===== src/rtl/ysyx_23060187_lsu_if.sv =====
// Handshake bundles around the load/store unit.
//   ysyx_23060187_lsu_req_if : execute stage (master) <-> LSU (slave), request and response
//   ysyx_23060187_lsu_mem_if : LSU (master) <-> data memory (slave)
interface ysyx_23060187_lsu_req_if;
  logic        req_valid;
  logic        req_ready;
  logic        lbu;
  logic        lh;
  logic        lhu;
  logic        lw;
  logic        sb;
  logic        sh;
  logic        sw;
  logic [31:0] addr;
  logic [31:0] wdata;
  logic [4:0]  rd;
  logic        resp_valid;
  logic        resp_ready;
  logic [31:0] rdata;
  logic [4:0]  resp_rd;
  logic        resp_err;

  modport master (
    output req_valid, lbu, lh, lhu, lw, sb, sh, sw, addr, wdata, rd, resp_ready,
    input  req_ready, resp_valid, rdata, resp_rd, resp_err
  );

  modport slave (
    input  req_valid, lbu, lh, lhu, lw, sb, sh, sw, addr, wdata, rd, resp_ready,
    output req_ready, resp_valid, rdata, resp_rd, resp_err
  );
endinterface

interface ysyx_23060187_lsu_mem_if;
  logic        mem_valid;
  logic        mem_ready;
  logic        mem_wen;
  logic [31:0] mem_addr;
  logic [31:0] mem_wdata;
  logic [3:0]  mem_wmask;
  logic        mem_rvalid;
  logic [31:0] mem_rdata;

  modport master (
    output mem_valid, mem_wen, mem_addr, mem_wdata, mem_wmask,
    input  mem_ready, mem_rvalid, mem_rdata
  );

  modport slave (
    input  mem_valid, mem_wen, mem_addr, mem_wdata, mem_wmask,
    output mem_ready, mem_rvalid, mem_rdata
  );
endinterface


===== src/rtl/ysyx_23060187_lsu.sv =====
// Load/store unit: accepts one decoded memory op at a time, checks alignment,
// issues a single word-aligned memory request, extends load data and returns
// a response. All outputs come straight from registers.
module ysyx_23060187_lsu (
  input  logic                           clk,
  input  logic                           rst_n,
  ysyx_23060187_lsu_req_if.slave         req_if,
  ysyx_23060187_lsu_mem_if.master        mem_if
);

  typedef enum logic [1:0] {
    S_IDLE,
    S_REQ,
    S_WAIT,
    S_RESP
  } state_t;

  state_t      r_state;
  logic        r_req_ready;
  logic        r_resp_valid;
  logic [31:0] r_rdata;
  logic [4:0]  r_resp_rd;
  logic        r_resp_err;
  logic        r_mem_valid;
  logic        r_mem_wen;
  logic [31:0] r_mem_addr;
  logic [31:0] r_mem_wdata;
  logic [3:0]  r_mem_wmask;

  // Load flavour and byte lane captured at accept; they steer extraction in WAIT.
  logic        r_lbu;
  logic        r_lh;
  logic        r_lhu;
  logic        r_lw;
  logic [1:0]  r_lane;
  logic [4:0]  r_rd;

  logic [6:0]  w_flags;
  logic        w_bad_flags;
  logic        w_misaligned;
  logic        w_illegal;
  logic        w_is_store;
  logic [3:0]  w_acc_wmask;
  logic [31:0] w_acc_wdata;
  logic [7:0]  w_byte;
  logic [15:0] w_half;
  logic [31:0] w_load_data;

  // Accept-time decode: legality check plus store lane mask and replicated data.
  always_comb begin
    // NOTE: every signal gets a default first so no path leaves it unassigned (no latch).
    w_acc_wmask  = 4'b0000;
    w_acc_wdata  = 32'h0000_0000;
    w_flags      = {req_if.lbu, req_if.lh, req_if.lhu, req_if.lw,
                    req_if.sb, req_if.sh, req_if.sw};
    // Zero flags, or more than one flag set, is not a valid decode.
    w_bad_flags  = (w_flags == 7'd0) || ((w_flags & (w_flags - 7'd1)) != 7'd0);
    w_misaligned = ((req_if.lh | req_if.lhu | req_if.sh) & req_if.addr[0]) |
                   ((req_if.lw | req_if.sw) & (req_if.addr[1:0] != 2'b00));
    w_illegal    = w_bad_flags | w_misaligned;
    w_is_store   = req_if.sb | req_if.sh | req_if.sw;
    if (req_if.sb) begin
      w_acc_wmask = 4'b0001 << req_if.addr[1:0];
      w_acc_wdata = {4{req_if.wdata[7:0]}};
    end else if (req_if.sh) begin
      w_acc_wmask = 4'b0011 << req_if.addr[1:0];
      w_acc_wdata = {2{req_if.wdata[15:0]}};
    end else if (req_if.sw) begin
      w_acc_wmask = 4'b1111;
      w_acc_wdata = req_if.wdata;
    end
  end

  // Load extraction from the returned word using the latched lane and op.
  always_comb begin
    w_load_data = 32'h0000_0000;
    case (r_lane)
      2'd0:    w_byte = mem_if.mem_rdata[7:0];
      2'd1:    w_byte = mem_if.mem_rdata[15:8];
      2'd2:    w_byte = mem_if.mem_rdata[23:16];
      default: w_byte = mem_if.mem_rdata[31:24];
    endcase
    w_half = r_lane[1] ? mem_if.mem_rdata[31:16] : mem_if.mem_rdata[15:0];
    if (r_lbu) begin
      w_load_data = {24'h00_0000, w_byte};
    end else if (r_lh) begin
      w_load_data = {{16{w_half[15]}}, w_half};
    end else if (r_lhu) begin
      w_load_data = {16'h0000, w_half};
    end else if (r_lw) begin
      w_load_data = mem_if.mem_rdata;
    end
  end

  // Transaction FSM with all outputs registered; reset abandons any transaction.
  always_ff @(posedge clk or negedge rst_n) begin
    if (!rst_n) begin
      r_state      <= S_IDLE;
      r_req_ready  <= 1'b1;
      r_resp_valid <= 1'b0;
      r_rdata      <= 32'h0000_0000;
      r_resp_rd    <= 5'd0;
      r_resp_err   <= 1'b0;
      r_mem_valid  <= 1'b0;
      r_mem_wen    <= 1'b0;
      r_mem_addr   <= 32'h0000_0000;
      r_mem_wdata  <= 32'h0000_0000;
      r_mem_wmask  <= 4'b0000;
      r_lbu        <= 1'b0;
      r_lh         <= 1'b0;
      r_lhu        <= 1'b0;
      r_lw         <= 1'b0;
      r_lane       <= 2'd0;
      r_rd         <= 5'd0;
    end else begin
      // NOTE: non-blocking assignments so every register sees pre-edge values.
      case (r_state)
        S_IDLE: begin
          if (req_if.req_valid) begin
            r_req_ready <= 1'b0;
            r_lbu       <= req_if.lbu;
            r_lh        <= req_if.lh;
            r_lhu       <= req_if.lhu;
            r_lw        <= req_if.lw;
            r_lane      <= req_if.addr[1:0];
            r_rd        <= req_if.rd;
            if (w_illegal) begin
              // Rejected without touching memory.
              r_state      <= S_RESP;
              r_resp_valid <= 1'b1;
              r_resp_err   <= 1'b1;
              r_rdata      <= 32'h0000_0000;
              r_resp_rd    <= req_if.rd;
            end else begin
              r_state     <= S_REQ;
              r_mem_valid <= 1'b1;
              r_mem_wen   <= w_is_store;
              r_mem_addr  <= {req_if.addr[31:2], 2'b00};
              r_mem_wdata <= w_acc_wdata;
              r_mem_wmask <= w_acc_wmask;
            end
          end
        end
        S_REQ: begin
          if (mem_if.mem_ready) begin
            r_mem_valid <= 1'b0;
            r_mem_wen   <= 1'b0;
            r_mem_addr  <= 32'h0000_0000;
            r_mem_wdata <= 32'h0000_0000;
            r_mem_wmask <= 4'b0000;
            if (r_mem_wen) begin
              r_state      <= S_RESP;
              r_resp_valid <= 1'b1;
              r_resp_err   <= 1'b0;
              r_rdata      <= 32'h0000_0000;
              r_resp_rd    <= r_rd;
            end else begin
              r_state <= S_WAIT;
            end
          end
        end
        S_WAIT: begin
          if (mem_if.mem_rvalid) begin
            r_state      <= S_RESP;
            r_resp_valid <= 1'b1;
            r_resp_err   <= 1'b0;
            r_rdata      <= w_load_data;
            r_resp_rd    <= r_rd;
          end
        end
        S_RESP: begin
          if (req_if.resp_ready) begin
            r_state      <= S_IDLE;
            r_req_ready  <= 1'b1;
            r_resp_valid <= 1'b0;
            r_rdata      <= 32'h0000_0000;
            r_resp_rd    <= 5'd0;
            r_resp_err   <= 1'b0;
          end
        end
        default: begin
          r_state     <= S_IDLE;
          r_req_ready <= 1'b1;
        end
      endcase
    end
  end

  assign req_if.req_ready  = r_req_ready;
  assign req_if.resp_valid = r_resp_valid;
  assign req_if.rdata      = r_rdata;
  assign req_if.resp_rd    = r_resp_rd;
  assign req_if.resp_err   = r_resp_err;
  assign mem_if.mem_valid  = r_mem_valid;
  assign mem_if.mem_wen    = r_mem_wen;
  assign mem_if.mem_addr   = r_mem_addr;
  assign mem_if.mem_wdata  = r_mem_wdata;
  assign mem_if.mem_wmask  = r_mem_wmask;

endmodule


===== src/flat_wrapper.sv =====
// flat-port wrapper written by rule: the top's interface ports become plain ports
module ysyx_23060187_lsu_flat 
  (clk, rst_n, req_if_req_valid, req_if_lbu, req_if_lh, req_if_lhu, req_if_lw, req_if_sb, req_if_sh, req_if_sw, req_if_addr, req_if_wdata, req_if_rd, req_if_resp_ready, req_if_req_ready, req_if_resp_valid, req_if_rdata, req_if_resp_rd, req_if_resp_err, mem_if_mem_valid, mem_if_mem_wen, mem_if_mem_addr, mem_if_mem_wdata, mem_if_mem_wmask, mem_if_mem_ready, mem_if_mem_rvalid, mem_if_mem_rdata);
  ysyx_23060187_lsu_req_if req_if_i ();
  ysyx_23060187_lsu_mem_if mem_if_i ();
  input  logic clk;
  input  logic rst_n;
  input wire logic [$bits(req_if_i.req_valid)-1:0] req_if_req_valid;
  input wire logic [$bits(req_if_i.lbu)-1:0] req_if_lbu;
  input wire logic [$bits(req_if_i.lh)-1:0] req_if_lh;
  input wire logic [$bits(req_if_i.lhu)-1:0] req_if_lhu;
  input wire logic [$bits(req_if_i.lw)-1:0] req_if_lw;
  input wire logic [$bits(req_if_i.sb)-1:0] req_if_sb;
  input wire logic [$bits(req_if_i.sh)-1:0] req_if_sh;
  input wire logic [$bits(req_if_i.sw)-1:0] req_if_sw;
  input wire logic [$bits(req_if_i.addr)-1:0] req_if_addr;
  input wire logic [$bits(req_if_i.wdata)-1:0] req_if_wdata;
  input wire logic [$bits(req_if_i.rd)-1:0] req_if_rd;
  input wire logic [$bits(req_if_i.resp_ready)-1:0] req_if_resp_ready;
  output wire logic [$bits(req_if_i.req_ready)-1:0] req_if_req_ready;
  output wire logic [$bits(req_if_i.resp_valid)-1:0] req_if_resp_valid;
  output wire logic [$bits(req_if_i.rdata)-1:0] req_if_rdata;
  output wire logic [$bits(req_if_i.resp_rd)-1:0] req_if_resp_rd;
  output wire logic [$bits(req_if_i.resp_err)-1:0] req_if_resp_err;
  output wire logic [$bits(mem_if_i.mem_valid)-1:0] mem_if_mem_valid;
  output wire logic [$bits(mem_if_i.mem_wen)-1:0] mem_if_mem_wen;
  output wire logic [$bits(mem_if_i.mem_addr)-1:0] mem_if_mem_addr;
  output wire logic [$bits(mem_if_i.mem_wdata)-1:0] mem_if_mem_wdata;
  output wire logic [$bits(mem_if_i.mem_wmask)-1:0] mem_if_mem_wmask;
  input wire logic [$bits(mem_if_i.mem_ready)-1:0] mem_if_mem_ready;
  input wire logic [$bits(mem_if_i.mem_rvalid)-1:0] mem_if_mem_rvalid;
  input wire logic [$bits(mem_if_i.mem_rdata)-1:0] mem_if_mem_rdata;
  assign req_if_i.req_valid = req_if_req_valid;
  assign req_if_i.lbu = req_if_lbu;
  assign req_if_i.lh = req_if_lh;
  assign req_if_i.lhu = req_if_lhu;
  assign req_if_i.lw = req_if_lw;
  assign req_if_i.sb = req_if_sb;
  assign req_if_i.sh = req_if_sh;
  assign req_if_i.sw = req_if_sw;
  assign req_if_i.addr = req_if_addr;
  assign req_if_i.wdata = req_if_wdata;
  assign req_if_i.rd = req_if_rd;
  assign req_if_i.resp_ready = req_if_resp_ready;
  assign req_if_req_ready = req_if_i.req_ready;
  assign req_if_resp_valid = req_if_i.resp_valid;
  assign req_if_rdata = req_if_i.rdata;
  assign req_if_resp_rd = req_if_i.resp_rd;
  assign req_if_resp_err = req_if_i.resp_err;
  assign mem_if_mem_valid = mem_if_i.mem_valid;
  assign mem_if_mem_wen = mem_if_i.mem_wen;
  assign mem_if_mem_addr = mem_if_i.mem_addr;
  assign mem_if_mem_wdata = mem_if_i.mem_wdata;
  assign mem_if_mem_wmask = mem_if_i.mem_wmask;
  assign mem_if_i.mem_ready = mem_if_mem_ready;
  assign mem_if_i.mem_rvalid = mem_if_mem_rvalid;
  assign mem_if_i.mem_rdata = mem_if_mem_rdata;
  ysyx_23060187_lsu u_core (.clk(clk), .rst_n(rst_n), .req_if(req_if_i), .mem_if(mem_if_i));
endmodule

===== config.mk =====
export PLATFORM = sky130hd
export DESIGN_NAME = ysyx_23060187_lsu_flat
export DESIGN_NICKNAME = d
export VERILOG_FILES = /design/src/rtl/ysyx_23060187_lsu_if.sv /design/src/rtl/ysyx_23060187_lsu.sv /design/src/flat_wrapper.sv
export SDC_FILE = /design/constraint.sdc
export NUM_CORES = 1
export LEC_CHECK = 0
export ABC_CLOCK_PERIOD_IN_PS = 3900
export CAP_MARGIN = 20
export CORE_ASPECT_RATIO = 0.75
export CORE_MARGIN = 1
export CORE_UTILIZATION = 42
export CTS_BUF_LIST = sky130_fd_sc_hd__clkbuf_8
export DETAILED_ROUTE_END_ITERATION = 7
export PLACE_DENSITY = 0.83
export SLEW_MARGIN = 5
export SYNTH_ARGS = -nofsm -noshare
export SYNTH_HDL_FRONTEND = slang
export SYNTH_SLANG_ARGS = --single-unit

===== constraint.sdc =====
create_clock -name clk -period 3.9 [get_ports clk]
set_input_delay 0.78 -clock clk [delete_from_list [all_inputs] [get_ports clk]]
set_output_delay 0.78 -clock clk [all_outputs]
set_load 0.005 [all_outputs]

# After elaboration in Yosys (flattened, before gate mapping)
# Index checks and enable logic that the tools add are counted.
[totals]
regBits = 123
latch_bits = 0
ram_bits = 0
rom_bits = 0
input_bits = 114
out_inout_bits = 110
elab_cells = 120
n_memories = 0
[classes]
n_addsub = 1
n_mul = 0
div_mod_pow = 0
n_lt_le_gt_ge = 0
n_eq_ne = 12
shift = 2
muxes = 65
bitwise = 10
n_reduce_logical = 13
[op_table]
columns = ["cell", "n"]
rows = [
  ["32-bit 2-to-1 mux", 18],
  ["32-bit one-hot mux with 2 select lines", 2],
  ["32-bit one-hot mux with 4 select lines", 1],
  ["5-bit 2-to-1 mux", 6],
  ["4-bit 2-to-1 mux", 6],
  ["8-bit one-hot mux with 3 select lines", 1],
  ["5-bit one-hot mux with 4 select lines", 1],
  ["1-bit 2-to-1 mux", 17],
  ["16-bit 2-to-1 mux", 1],
  ["2-bit 2-to-1 mux", 5],
  ["2-bit != test, second input constant", 5],
  ["1-bit one-hot mux with 4 select lines", 2],
  ["2-bit one-hot mux with 4 select lines", 1],
  ["4-bit one-hot mux with 2 select lines", 1],
  ["4-bit AND reduction", 2],
  ["7-bit AND", 1],
  ["7-bit logical NOT", 1],
  ["1-bit bitwise OR", 7],
  ["7-bit nonzero test", 1],
  ["7-bit by 1-bit subtractor with 7-bit output, second input constant", 1],
  ["2-bit == test, second input constant", 3],
  ["1-bit one-hot mux with 2 select lines", 3],
  ["6-bit AND reduction", 1],
  ["2-bit nonzero test", 3],
  ["other kinds (9)", 13],
]

# Depth between registers and ports, before layout
[depth]
depth_word = 8
mapped_depth = 9
mapped_depth_nobuf = 7

# Worst setup path before layout
# Ideal clock, no wire load.
[synth_path]
path_kind = "in2reg"
start = "input port req_if_addr[0]"
end = "register u_core.r_rdata[26] (netlist: u_core.req_if.rdata[26])"
setup_ns = 0.125
arrival_time_ns = 2.364
t_required_ns = 3.775
path_slack_ns = 1.411
cell_stages = 9
n_path_buf = 2
cell_sequence = "inv_1 -> ha_1 -> inv_1 -> o21ai_0 -> a21o_1 -> a311oi_2 -> buf_6 -> buf_6 -> mux2_4"
[synth_via]
elab_chain_cells = 6
elab_cells_between_ends = 7
cone_classes = "1 x eq/ne; 4 x bitwise; 2 x reduce/logical"
[synth_rtl]
columns = ["item", "line_no", "rtl"]
rows = [
  ["start, declared", "flat_wrapper.sv:16", "input wire logic [$bits(req_if_i.addr)-1:0] req_if_addr;"],
  ["2-bit nonzero test", "ysyx_23060187_lsu.sv:59", "((req_if.lw | req_if.sw) & (req_if.addr[1:0] != 2'b00));"],
  ["1-bit AND", "ysyx_23060187_lsu.sv:59", ""],
  ["1-bit bitwise OR (*)", "ysyx_23060187_lsu.sv:58", "w_misaligned = ((req_if.lh | req_if.lhu | req_if.sh) & req_if.addr[0]) |"],
  ["1-bit bitwise OR (*)", "ysyx_23060187_lsu.sv:60", "w_illegal = w_bad_flags | w_misaligned;"],
  ["2-bit by 1-bit != test with 1-bit output (no line) (*)", "n/a", ""],
  ["6-bit AND reduction (no line) (*)", "n/a", ""],
  ["end signal, assigned", "ysyx_23060187_lsu.sv:167", "r_rdata <= w_load_data;"],
  ["end, declared", "ysyx_23060187_lsu.sv:21", "logic [31:0] r_rdata;"],
]
# Mark *: on every way between the ends. The rest lies on a longest branch, timed or not.
# A chain may end at the register's enable or synchronous reset.

# Worst setup path in the final report
[layout_path]
start = "input port req_if_addr[0]"
end = "register u_core.r_mem_addr[16] (netlist: u_core.mem_if.mem_addr[16])"
[layout_via]
elab_chain_cells = 6
elab_cells_between_ends = 7
cone_classes = "1 x eq/ne; 4 x bitwise; 2 x reduce/logical"
[layout_rtl]
columns = ["item", "line_no", "rtl"]
rows = [
  ["2-bit nonzero test", "ysyx_23060187_lsu.sv:59", ""],
  ["1-bit AND", "ysyx_23060187_lsu.sv:59", ""],
  ["1-bit bitwise OR (*)", "ysyx_23060187_lsu.sv:58", ""],
  ["1-bit bitwise OR (*)", "ysyx_23060187_lsu.sv:60", ""],
  ["2-bit != test (no line) (*)", "n/a", ""],
  ["4-bit AND reduction (no line) (*)", "n/a", ""],
  ["end signal, assigned", "ysyx_23060187_lsu.sv:138", "r_mem_addr <= {req_if.addr[31:2], 2'b00};"],
  ["end, declared", "ysyx_23060187_lsu.sv:26", "logic [31:0] r_mem_addr;"],
]
# Marked as above.

==> results.toml <==
[run_status]
status = "completed"

[clocking]
htree_levels = 4
cts.repair.resized = 0
clk_latency_ns = 0.43
cts_setup_buffers = 0
cts_max_path_buffers = 2
cts-root-buf = "clkbuf_8"
cts_made_buffers = 17
cts_tree = "built"
cts.clk_slew.worst_paths_ns = 0.08
clkSinkCount = 121
hold_buffers = 0

[route]
drc = 0
ant_nets = 0
drt_pre_antenna_iters = 5
wire_per_inst_um = 20.1
vias_per_cell = 5.85
drtIter0Drc = 404
totalWireLength_um = 18600
via_count = 5426

[worst_setup_path]
reg2reg_to = "u_core.req_if.rdata[3]$_DFFE_PN0P_"
ff2ff_path_depth = 5
reg2reg_slack_ns = 0.92
arrival_ns = 3.40
worstReg2RegStart = "u_core.r_lh$_DFFE_PN0P_"
cp-end-kind = "flip-flop"
start_kind = "primary input"
crit_type = "primary input to flip-flop"
crit_required_ns = 4.26
crit_fanout = 48

[timing]
relSlewSlack_pct = 23.3
min_period_over_period_pct = 77.9
final_hold_viol_count = 0
fin_setup_tns_ns = 0
min_period_ns = 3.04
slew_viol_final = 0
rsz0062_at_grt = "no"
worst-slew-pin-transition_ns = 1.15
fmax_mhz = 329
whs_ns = 0.490
skew_ns = 0.0173
setup_violations = 0

[logic_synthesis]
ys_warn_count = 0
synth-edff-count = 0
synth-seq-cells = 121
mappedNetlistArea_um2 = 6060
synth_fa_ha_area_share_pct = 1.65
synth_top_area_cell = "dfrtp_1"
synth_compound_area_share_pct = 21.1
muxShareOfSynthArea_pct = 14.0
synth_flop_cell = "dfrtp_1"
synth_top_family_by_area = "compound AO/OA/AOI/OAI gates"
synthArstFlopShare_pct = 100
synth_cells = 537
syn_avg_cell_area_um2 = 11.3
synthSimpleGateAreaFrac_pct = 7.84
yosysUniqueCellTypes = 49
synth_area_leaders = "dfrtp_1 (50%), a32o_1 (7.9%), mux2_2 (7.1%)"
yosys.area_share.xor_xnor_pct = 0.144
synth_top_cell_area_share_pct = 49.5
synth.yosys.seq_area_share_pct = 50.0

[floorplanning]
ios = 224
fp.dieArea_um2 = 14900
num_rows = 37
die_y_um = 106
die_x_um = 141
start_util_pct = 43.6
core_um2 = 13900

[final_layout]
nFillCells = 1062
layout.nets = 861
finish.utilization_pct = 63.1
layout-drive-gt1-share_pct = 13.4
area_growth_pct = 44.6
antenna-diode-count = 0

[power]
irDropWorstVdd_v = 0.000384
p_leak_nw = 3.77
powerDensity_nw_per_um2 = 591

[grt]
grt_overflow = 0
grt_usage_pct = 25.5
grt_pass1_wl_um = 29600
grt_pass1_vias = 5668
grt_antenna_before_repair = 0
grt_max_degree = 72

[placed_design]
portBuffers = 221
gp_congestion = 0.927
dp_hpwl_um = 13200

[flow_run]
cap_violations = 0

[min_path]
holdCritPathClass = "primary input to asynchronous set/reset pin"
power breakdown:
| part | leakage [nW] | switching, W | internal [W] |
|---|---|---|---|
| registers | 1.64 | 0.000293 | 0.00155 |
| logic | 1.92 | 0.000960 | 0.00120 |
| clock network | 0.214 | 0.000515 | 0.000661 |
placed cells by master (no fill, tap or decap), types with 8 or more instances in the layout:
master and count:
inv_1 20, a221oi_1 14, a32o_1 48, a22oi_1 9, a21oi_1 32, mux2_4 10
o22ai_1 18, mux2i_1 20, mux2_2 38, dfrtp_1 120, nor2_1 39, clkbuf_8 19
o21ai_0 18, nand2_1 32, ha_1 8, nand3_1 10, clkdlybuf4s50_1 220, buf_4 11
cell usage after synthesis, drive strengths merged (4+ instances only):
master	n
a22oi	9
nor2b	5
nand3	10
ha	8
a221oi	14
dfrtp	120
nor2	39
a32o	48
a2111oi	6
o21ai	18
mux2i	20
a22o	4
o22ai	18
clkbuf	29
and3	6
inv	18
a21oi	33
nand2	32
mux2	48
buf	21
critical path, cell delays in order:
cell,delay (ns)
clkdlybuf4s50_1,0.53
inv_1,0.17
ha_1,0.22
nand2b_1,0.07
a211oi_1,0.24
a21o_1,0.29
and3_2,0.84
a32o_1,0.24
flip-flops by register name (all words and copies together), names as in the netlist, 2 cells and up:
register / cells
u_core.r_state: 2
u_core.mem_if.mem_addr: 30
u_core.r_lane: 2
u_core.req_if.rdata: 32
u_core.mem_if.mem_wdata: 32
u_core.req_if.resp_rd: 5
u_core.mem_if.mem_wmask: 4
u_core.r_rd: 5
how the worst max path moves through the flow:
| stage | start | to | cells past startpoint |
|---|---|---|---|
| 2_1_floorplan | req_if_addr[0] | u_core.req_if.rdata[26]$_DFFE_PN0P_ | 9 |
| 3_3_place_gp | req_if_addr[0] | u_core.mem_if.mem_wdata[25]$_DFFE_PN0P_ | 8 |
| 3_5_place_dp | req_if_addr[0] | u_core.mem_if.mem_addr[28]$_DFFE_PN0P_ | 8 |
| 4_1_cts | req_if_addr[0] | u_core.mem_if.mem_addr[16]$_DFFE_PN0P_ | 8 |
| 5_1_grt | req_if_addr[0] | u_core.mem_if.mem_addr[9]$_DFFE_PN0P_ | 8 |
| 6_report | req_if_addr[0] | u_core.mem_if.mem_addr[16]$_DFFE_PN0P_ | 8 |
metrics by stage:
stage          instance area [um2]  total power, W  setup slack (ns)  instances
4_1_cts                       8760         0.00520             0.897        926
3_5_place_dp                  8340         0.00401             0.433        894
2_1_floorplan                 6070         0.00309              1.41        538
5_1_grt                       8770         0.00548             0.694        927
6_report                      8770         0.00518             0.862        927
3_3_place_gp                  8340         0.00394             0.586        894
kinds of logic (layout without fill, tap and decap cells):
kind of cell	Yosys count	after routing
compound gates	164	164
fa+ha+maj	8	8
buf+inv	68	282
simple gates	103	103
other cells	1	2
flops	121	121
mux	71	71
xor+xnor	1	1
routing by layer:
metal | share of wire [%] | track usage [%] | vias up
li1 | - | - | 2425
met1 | 40 | 31.7 | 2661
met2 | 47 | 40.9 | 302
met3 | 11 | 8.87 | 38
met4 | 2.4 | 10.1 | 0
met5 | 0 | 0 | -
final cells by class:
cell class              instances  area (um2)  area share (%)
flip-flops and latches        121        3030            34.6
well taps                     175         219            2.50
inverters                      18        67.6           0.771
repair buffers                232        2300            26.3
multi-input cells             349        2730            31.1
clock buffers                  19         262            2.98
clock inverters                13         154            1.76
(Power assumes the default switching activity.)
